--- src/rtl/mc_pkg.sv ---
// Shared encodings for the multi-cycle control unit: FSM states, opcodes,
// ALU operation codes and the small opcode classifiers used by decode and sequencing.
package mc_pkg;

   typedef enum logic [2:0] {
      S_IF   = 3'b000,
      S_ID   = 3'b001,
      S_EXE  = 3'b010,
      S_MEM  = 3'b011,
      S_WB   = 3'b100,
      S_HALT = 3'b101
   } state_t;

   localparam logic [5:0] OP_ADD  = 6'b000000;
   localparam logic [5:0] OP_SUB  = 6'b000001;
   localparam logic [5:0] OP_ADDI = 6'b000010;
   localparam logic [5:0] OP_OR   = 6'b010000;
   localparam logic [5:0] OP_AND  = 6'b010001;
   localparam logic [5:0] OP_ORI  = 6'b010010;
   localparam logic [5:0] OP_SLL  = 6'b011000;
   localparam logic [5:0] OP_SLT  = 6'b100110;
   localparam logic [5:0] OP_SW   = 6'b110000;
   localparam logic [5:0] OP_LW   = 6'b110001;
   localparam logic [5:0] OP_BEQ  = 6'b110100;
   localparam logic [5:0] OP_J    = 6'b111000;
   localparam logic [5:0] OP_JR   = 6'b111001;
   localparam logic [5:0] OP_JAL  = 6'b111010;
   localparam logic [5:0] OP_HALT = 6'b111111;

   localparam logic [2:0] ALU_ADD = 3'b000;
   localparam logic [2:0] ALU_SUB = 3'b001;
   localparam logic [2:0] ALU_SLL = 3'b010;
   localparam logic [2:0] ALU_OR  = 3'b011;
   localparam logic [2:0] ALU_AND = 3'b100;
   localparam logic [2:0] ALU_SLT = 3'b101;

   localparam logic [1:0] PC_NEXT   = 2'b00;
   localparam logic [1:0] PC_BRANCH = 2'b01;
   localparam logic [1:0] PC_JR     = 2'b10;
   localparam logic [1:0] PC_JUMP   = 2'b11;

   localparam logic [1:0] DST_RA = 2'b00;
   localparam logic [1:0] DST_RT = 2'b01;
   localparam logic [1:0] DST_RD = 2'b10;

   function automatic logic is_rtype(input logic [5:0] op);
      return (op inside {OP_ADD, OP_SUB, OP_OR, OP_AND, OP_SLL, OP_SLT});
   endfunction

   function automatic logic is_alu_op(input logic [5:0] op);
      return is_rtype(op) || (op inside {OP_ADDI, OP_ORI});
   endfunction

   // Anything outside this set executes as a two-cycle NOP.
   function automatic logic is_decoded(input logic [5:0] op);
      return is_alu_op(op) ||
             (op inside {OP_SW, OP_LW, OP_BEQ, OP_J, OP_JR, OP_JAL, OP_HALT});
   endfunction

endpackage

--- src/rtl/mc_control_unit_if.sv ---
// Control bus between the control unit (master) and the datapath (slave):
// opcode/zero flow in, strobes, mux selects and debug state flow out.
interface mc_control_unit_if;
   logic [5:0] opcode;
   logic       zero;
   logic       PCWre;
   logic       IRWre;
   logic       RegWre;
   logic       mRD;
   logic       mWR;
   logic       ALUSrcA;
   logic       ALUSrcB;
   logic       ExtSel;
   logic       DBDataSrc;
   logic       WrRegDSrc;
   logic [1:0] RegDst;
   logic [1:0] PCSrc;
   logic [2:0] ALUOp;
   logic [2:0] state;

   modport master (
      input  opcode, zero,
      output PCWre, IRWre, RegWre, mRD, mWR,
      output ALUSrcA, ALUSrcB, ExtSel, DBDataSrc, WrRegDSrc,
      output RegDst, PCSrc, ALUOp, state
   );

   modport slave (
      output opcode, zero,
      input  PCWre, IRWre, RegWre, mRD, mWR,
      input  ALUSrcA, ALUSrcB, ExtSel, DBDataSrc, WrRegDSrc,
      input  RegDst, PCSrc, ALUOp, state
   );
endinterface

--- src/rtl/mc_ctrl_decode.sv ---
// Combinational control decode: current state, opcode and ALU zero flag to
// write strobes and datapath selects. Mux selects depend only on the opcode.
module mc_ctrl_decode
   import mc_pkg::*;
(
   input  state_t     i_state,
   input  logic [5:0] i_opcode,
   input  logic       i_zero,
   output logic       o_pc_wre,
   output logic       o_ir_wre,
   output logic       o_reg_wre,
   output logic       o_mem_rd,
   output logic       o_mem_wr,
   output logic       o_alu_src_a,
   output logic       o_alu_src_b,
   output logic       o_ext_sel,
   output logic       o_db_data_src,
   output logic       o_wr_reg_d_src,
   output logic [1:0] o_reg_dst,
   output logic [1:0] o_pc_src,
   output logic [2:0] o_alu_op
);

   always_comb begin
      o_pc_wre       = 1'b0;
      o_ir_wre       = 1'b0;
      o_reg_wre      = 1'b0;
      o_mem_rd       = 1'b0;
      o_mem_wr       = 1'b0;
      o_pc_src       = PC_NEXT;
      o_alu_src_a    = (i_opcode == OP_SLL);
      o_alu_src_b    = (i_opcode inside {OP_ADDI, OP_ORI, OP_LW, OP_SW});
      o_ext_sel      = (i_opcode != OP_ORI);
      o_db_data_src  = (i_opcode == OP_LW);
      o_wr_reg_d_src = (i_opcode != OP_JAL);
      o_reg_dst      = (i_opcode == OP_JAL) ? DST_RA :
                       is_rtype(i_opcode)   ? DST_RD : DST_RT;

      case (i_opcode)
         OP_SUB, OP_BEQ: o_alu_op = ALU_SUB;
         OP_SLL:         o_alu_op = ALU_SLL;
         OP_OR, OP_ORI:  o_alu_op = ALU_OR;
         OP_AND:         o_alu_op = ALU_AND;
         OP_SLT:         o_alu_op = ALU_SLT;
         default:        o_alu_op = ALU_ADD;
      endcase

      // Strobes fire only in the last state of each instruction, except IR and memory.
      case (i_state)
         S_IF: o_ir_wre = 1'b1;
         S_ID: begin
            case (i_opcode)
               OP_J: begin
                  o_pc_wre = 1'b1;
                  o_pc_src = PC_JUMP;
               end
               OP_JR: begin
                  o_pc_wre = 1'b1;
                  o_pc_src = PC_JR;
               end
               OP_JAL: begin
                  o_pc_wre  = 1'b1;
                  o_pc_src  = PC_JUMP;
                  o_reg_wre = 1'b1;
               end
               default: o_pc_wre = !is_decoded(i_opcode);
            endcase
         end
         S_EXE: begin
            if (i_opcode == OP_BEQ) begin
               o_pc_wre = 1'b1;
               o_pc_src = i_zero ? PC_BRANCH : PC_NEXT;
            end
         end
         S_MEM: begin
            o_mem_wr = (i_opcode == OP_SW);
            o_pc_wre = (i_opcode == OP_SW);
            o_mem_rd = (i_opcode == OP_LW);
         end
         S_WB: begin
            o_pc_wre  = 1'b1;
            o_reg_wre = 1'b1;
         end
         default: ;
      endcase
   end

endmodule

--- src/rtl/mc_control_unit.sv ---
// Multi-cycle processor control unit: Moore state register with next-state
// sequencing, plus write strobes gated off asynchronously while RST is high.
//
// state | meaning
// IF    | fetch, IR captures on exit
// ID    | decode; jumps, jal and NOPs retire here
// EXE   | ALU operation; beq retires here
// MEM   | data memory access; sw retires here
// WB    | register write-back for ALU ops and lw
// HALT  | stopped until RST
module mc_control_unit
   import mc_pkg::*;
(
   input logic           CLK,
   input logic           RST,
   mc_control_unit_if.master bus
);

   state_t r_state;

   logic       w_pc_wre;
   logic       w_ir_wre;
   logic       w_reg_wre;
   logic       w_mem_rd;
   logic       w_mem_wr;

   always_ff @(posedge CLK or posedge RST) begin
      if (RST) begin
         r_state <= S_IF;
      end else begin
         case (r_state)
            S_IF: r_state <= S_ID;
            S_ID: begin
               if (bus.opcode inside {OP_J, OP_JR, OP_JAL})
                  r_state <= S_IF;
               else if (bus.opcode == OP_HALT)
                  r_state <= S_HALT;
               else if (!is_decoded(bus.opcode))
                  r_state <= S_IF;
               else
                  r_state <= S_EXE;
            end
            S_EXE: begin
               if (bus.opcode == OP_BEQ)
                  r_state <= S_IF;
               else if (bus.opcode inside {OP_LW, OP_SW})
                  r_state <= S_MEM;
               else
                  r_state <= S_WB;
            end
            S_MEM:   r_state <= (bus.opcode == OP_LW) ? S_WB : S_IF;
            S_WB:    r_state <= S_IF;
            S_HALT:  r_state <= S_HALT;
            default: r_state <= S_IF;
         endcase
      end
   end

   mc_ctrl_decode u_decode (
      .i_state        (r_state),
      .i_opcode       (bus.opcode),
      .i_zero         (bus.zero),
      .o_pc_wre       (w_pc_wre),
      .o_ir_wre       (w_ir_wre),
      .o_reg_wre      (w_reg_wre),
      .o_mem_rd       (w_mem_rd),
      .o_mem_wr       (w_mem_wr),
      .o_alu_src_a    (bus.ALUSrcA),
      .o_alu_src_b    (bus.ALUSrcB),
      .o_ext_sel      (bus.ExtSel),
      .o_db_data_src  (bus.DBDataSrc),
      .o_wr_reg_d_src (bus.WrRegDSrc),
      .o_reg_dst      (bus.RegDst),
      .o_pc_src       (bus.PCSrc),
      .o_alu_op       (bus.ALUOp)
   );

   // Gating by RST directly makes an abort drop strobes without waiting for a clock.
   assign bus.PCWre  = w_pc_wre  & ~RST;
   assign bus.IRWre  = w_ir_wre  & ~RST;
   assign bus.RegWre = w_reg_wre & ~RST;
   assign bus.mRD    = w_mem_rd  & ~RST;
   assign bus.mWR    = w_mem_wr  & ~RST;
   assign bus.state  = r_state;

endmodule

--- src/flat_wrapper.sv ---
// flat-port wrapper written by rule: the top's interface ports become plain ports
module mc_control_unit_flat import mc_pkg::*;
  (CLK, RST, bus_opcode, bus_zero, bus_PCWre, bus_IRWre, bus_RegWre, bus_mRD, bus_mWR, bus_ALUSrcA, bus_ALUSrcB, bus_ExtSel, bus_DBDataSrc, bus_WrRegDSrc, bus_RegDst, bus_PCSrc, bus_ALUOp, bus_state);
  mc_control_unit_if bus_i ();
  input logic CLK;
  input logic RST;
  input wire logic [$bits(bus_i.opcode)-1:0] bus_opcode;
  input wire logic [$bits(bus_i.zero)-1:0] bus_zero;
  output wire logic [$bits(bus_i.PCWre)-1:0] bus_PCWre;
  output wire logic [$bits(bus_i.IRWre)-1:0] bus_IRWre;
  output wire logic [$bits(bus_i.RegWre)-1:0] bus_RegWre;
  output wire logic [$bits(bus_i.mRD)-1:0] bus_mRD;
  output wire logic [$bits(bus_i.mWR)-1:0] bus_mWR;
  output wire logic [$bits(bus_i.ALUSrcA)-1:0] bus_ALUSrcA;
  output wire logic [$bits(bus_i.ALUSrcB)-1:0] bus_ALUSrcB;
  output wire logic [$bits(bus_i.ExtSel)-1:0] bus_ExtSel;
  output wire logic [$bits(bus_i.DBDataSrc)-1:0] bus_DBDataSrc;
  output wire logic [$bits(bus_i.WrRegDSrc)-1:0] bus_WrRegDSrc;
  output wire logic [$bits(bus_i.RegDst)-1:0] bus_RegDst;
  output wire logic [$bits(bus_i.PCSrc)-1:0] bus_PCSrc;
  output wire logic [$bits(bus_i.ALUOp)-1:0] bus_ALUOp;
  output wire logic [$bits(bus_i.state)-1:0] bus_state;
  assign bus_i.opcode = bus_opcode;
  assign bus_i.zero = bus_zero;
  assign bus_PCWre = bus_i.PCWre;
  assign bus_IRWre = bus_i.IRWre;
  assign bus_RegWre = bus_i.RegWre;
  assign bus_mRD = bus_i.mRD;
  assign bus_mWR = bus_i.mWR;
  assign bus_ALUSrcA = bus_i.ALUSrcA;
  assign bus_ALUSrcB = bus_i.ALUSrcB;
  assign bus_ExtSel = bus_i.ExtSel;
  assign bus_DBDataSrc = bus_i.DBDataSrc;
  assign bus_WrRegDSrc = bus_i.WrRegDSrc;
  assign bus_RegDst = bus_i.RegDst;
  assign bus_PCSrc = bus_i.PCSrc;
  assign bus_ALUOp = bus_i.ALUOp;
  assign bus_state = bus_i.state;
  mc_control_unit u_core (.CLK(CLK), .RST(RST), .bus(bus_i));
endmodule
--- config.mk ---
export PLATFORM = sky130hd
export DESIGN_NAME = mc_control_unit_flat
export DESIGN_NICKNAME = d
export VERILOG_FILES = /design/src/rtl/mc_pkg.sv /design/src/rtl/mc_control_unit_if.sv /design/src/rtl/mc_ctrl_decode.sv /design/src/rtl/mc_control_unit.sv /design/src/flat_wrapper.sv
export SDC_FILE = /design/constraint.sdc
export NUM_CORES = 1
export LEC_CHECK = 0
export BUFFER_PORTS_ARGS = -buffer_cell sky130_fd_sc_hd__buf_2
export CAP_MARGIN = 20
export CORE_AREA = 2 2 39 41
export DETAILED_ROUTE_END_ITERATION = 12
export DIE_AREA = 0 0 41 43
export GPL_ROUTABILITY_DRIVEN = 1
export PLACE_DENSITY = 0.8
export SLEW_MARGIN = 10
export SYNTH_ARGS = -nofsm -noshare
export SYNTH_HDL_FRONTEND = slang
export SYNTH_SLANG_ARGS = --single-unit
export TNS_END_PERCENT = 50
--- constraint.sdc ---
create_clock -name CLK -period 2.5 [get_ports CLK]
set_input_delay 0.25 -clock CLK [delete_from_list [all_inputs] [get_ports CLK]]
set_output_delay 0.25 -clock CLK [all_outputs]
set_load 0.05 [all_outputs]
==> flow_metrics.tcl <==
set metrics [dict create \
    fin_setup_tns_ns 0 \
    fin_ws_ns 0.168 \
    grt.total_usage_pct 22.2 \
    die_w_um 41 \
    viasPerCell 5.89 \
    min_period_over_period_pct 93.3 \
    dieHeight_um 43 \
    cts_tree "done" \
    postCtsSetupRepairBufs 0 \
    tightestPinTransition_ns 0.374 \
    multiInputGateArea_um2 493 \
    gp_congestion 0.791 \
    max_freq_ghz 0.429 \
    seqPwrFrac_pct 16.3 \
    fin_crit_ns 2.33 \
    switching_power_uw 297 \
    drtIter0Drc 17 \
    cp_max_fo 10 \
    yosys-top-cells-count "12 x nor2_1, 7 x inv_1, 4 x nand2_1, 4 x nand3_1, 4 x nor4_1" \
    fp-row-count 14 \
    p_clk_share_pct 15.5 \
    dr.pass1.iters 4 \
    diodes 0 \
    drive_gt1_share_pct 36.8 \
    pwr-share-comb_pct 68.2 \
    clk-insertion-delay-late_ns 0.23 \
    end_kind "primary output" \
    synth_most_common_cell "nor2_1" \
    netlist_area_um2 618 \
    fill_cells 135 \
    postRouteAntennaNets 0 \
    finalNonFillerCells 133 \
    nNetsFinal 127 \
    max_slew_margin_pct 74.8 \
    ys_ff_latch 3 \
    synth_largest_area_cell "dfrtp_1" \
    synth_nets 98 \
    overflow 0 \
    finalSetupViolations 0 \
    crit_chain "or3b_4, or3_4, o31ai_2, o21ai_1, o31ai_1, buf_2" \
    grt_pass1_wl_um 2830 \
    synth-edff-count 0 \
    cp_slowest_cell "dfrtp_1" \
    ys.flop_type "dfrtp_1" \
    finalHoldViolCount 0 \
    cp_top_family "simple AND/OR/NAND/NOR gates" \
    synth_top_area_share_pct 12.1 \
    power.leakage_nw 0.386 \
    ys_seq_area_share_pct 12.1 \
    dp_slack_ns 0.337 \
    path_clk_slew_ns 0.04 \
    die-area_mm2 0.00176 \
    grt_max_degree 18 \
    start_util_pct 44.7 \
    required_ns 2.25 \
    arrival_ns 2.08 \
    avgSynthCellArea_um2 6.94 \
    ys_types 43 \
    swShare_pct 54.5 \
    clock-root-buffer "clkbuf_4" \
    dp.cells 128 \
    pwr_density_cell_mw_per_mm2 671 \
    slowest_delay_ns 0.47 \
    maxCapViolations 0 \
    routed_wl_um 1760 \
    cts_buffers 3 \
    clockBufferDepth 2 \
    critPathLaunchType "flip-flop" \
    status "completed" \
    wl_per_cell_um 13.2 \
    io_pins 29 \
    async_flop_share_pct 100 \
    crit_type "flip-flop to primary output" \
    vias 784 \
    grt_antenna_before_repair 0 \
    fin_skew_ns 0.00516 \
    drv_slew 0 \
    synthTopCellsByArea "dfrtp_1 12%, nor2_1 7.3%, inv_1 4.3%, o41ai_1 4.3%, nor4_1 4.0%" \
    cts.sinks 3 \
    synthToLayoutAreaGrowth_pct 31.6 \
    p_int_uw 248 \
    htreeDepth 1 \
    hold_path_class "input port to asynchronous set/reset pin" \
    io_buffers 28 \
    core_region_area_mm2 0.00138 \
    yosysWarnings 0 \
    seqCellArea_um2 75.1 \
    largest_register_ffs 3 \
    syn_inst 89 \
    irDropWorstVdd_v 0.000313 \
    finalPower_uw 545 \
    path_buf_inv 1 \
    hpwl_um 1310 \
    drc 0 \
    rsz0062_at_grt "false" \
    first_global_vias 643 \
]
-- power groups by stage --
stage	registers, mW	logic (mW)	clock network [mW]
CTS	0.0890	0.372	0.0898
global route	0.0930	0.404	0.0947
finish	0.0886	0.372	0.0846
floorplan	0.149	0.236	0
global placement	0.0887	0.365	0
detailed placement	0.0897	0.370	0
-- cell type report --
class / count / share of cell area, %
flip-flops and latches: 3 / 9.23
inverters: 7 / 3.23
repair buffers: 32 / 21.2
clock buffers: 4 / 3.23
multi-input cells: 71 / 60.6
well taps: 16 / 2.46
-- logic make-up (layout without fill, tap and decap cells) --
family	Yosys count	in the layout	synth area share, %
AOI/OAI and AO/OA	24	24	30.4
xor gates and xnor gates	2	2	2.83
buffers and inverters	15	43	12.6
DFF	3	3	12.1
and+or+nand+nor	45	45	42.1
-- repair_timing --
| item | 4_1_cts | 5_1_grt |
|---|---|---|
| hold buffers | 1 | 0 |
| gates resized for setup | 0 | 0 |
| hold endpoints to repair | 3 | 0 |
-- final timing paths --
check / from / end / slack (ns) / cells after the start
max in group asynchronous: RST / u_core.bus.state[0]$_DFF_PP0_ / 1.86 / 3
hold / removal: RST / u_core.bus.state[2]$_DFF_PP0_ / 0.49 / 3
hold reg to reg: u_core.bus.state[1]$_DFF_PP0_ / u_core.bus.state[0]$_DFF_PP0_ / 0.63 / 2
setup / recovery: u_core.bus.state[0]$_DFF_PP0_ / bus_PCWre / 0.17 / 6
min in group CLK: bus_opcode[4] / u_core.bus.state[1]$_DFF_PP0_ / 0.53 / 3
setup reg to reg: u_core.bus.state[0]$_DFF_PP0_ / u_core.bus.state[1]$_DFF_PP0_ / 1.19 / 3
-- worst register-to-register path, delay by kind of cell, from the launching register on --
kind	cells	cell delay (ns)
flops	1	0.47
simple gates	1	0.45
compound gates	2	0.30
-- stage by stage --
stage	hold slack, ns	utilization, %	instance area, µm²
after floorplan	0.0106	-	646
after global placement	0.181	56.1	777
after detailed placement	0.192	56.1	777
after CTS	0.489	58.8	813
after global routing	0.531	58.8	813
final	0.493	58.8	813
-- metal layers --
layer	global-route usage (%)	up-vias	part of all wire (%)
li1	-	392	-
met1	29.0	358	44
met2	35.6	34	49
met3	5.24	0	7.1
met4	4.67	0	0
met5	0	-	0
-- layout by cell type (no fill, tap or decap), types with 2 or more instances in the layout --
cell,count
buf_2,28
nor2_1,12
inv_1,7
nand3_1,4
nand2_1,4
nor4_1,3
nand2b_1,3
nor3_1,3
a21oi_1,3
nor2b_1,3
clkbuf_4,3
buf_4,3
dfrtp_1,3
o41ai_2,2
nand4_1,2
o21ai_1,2
nand4b_1,2
a31oi_1,2
Power figures use the tool's default switching activity.
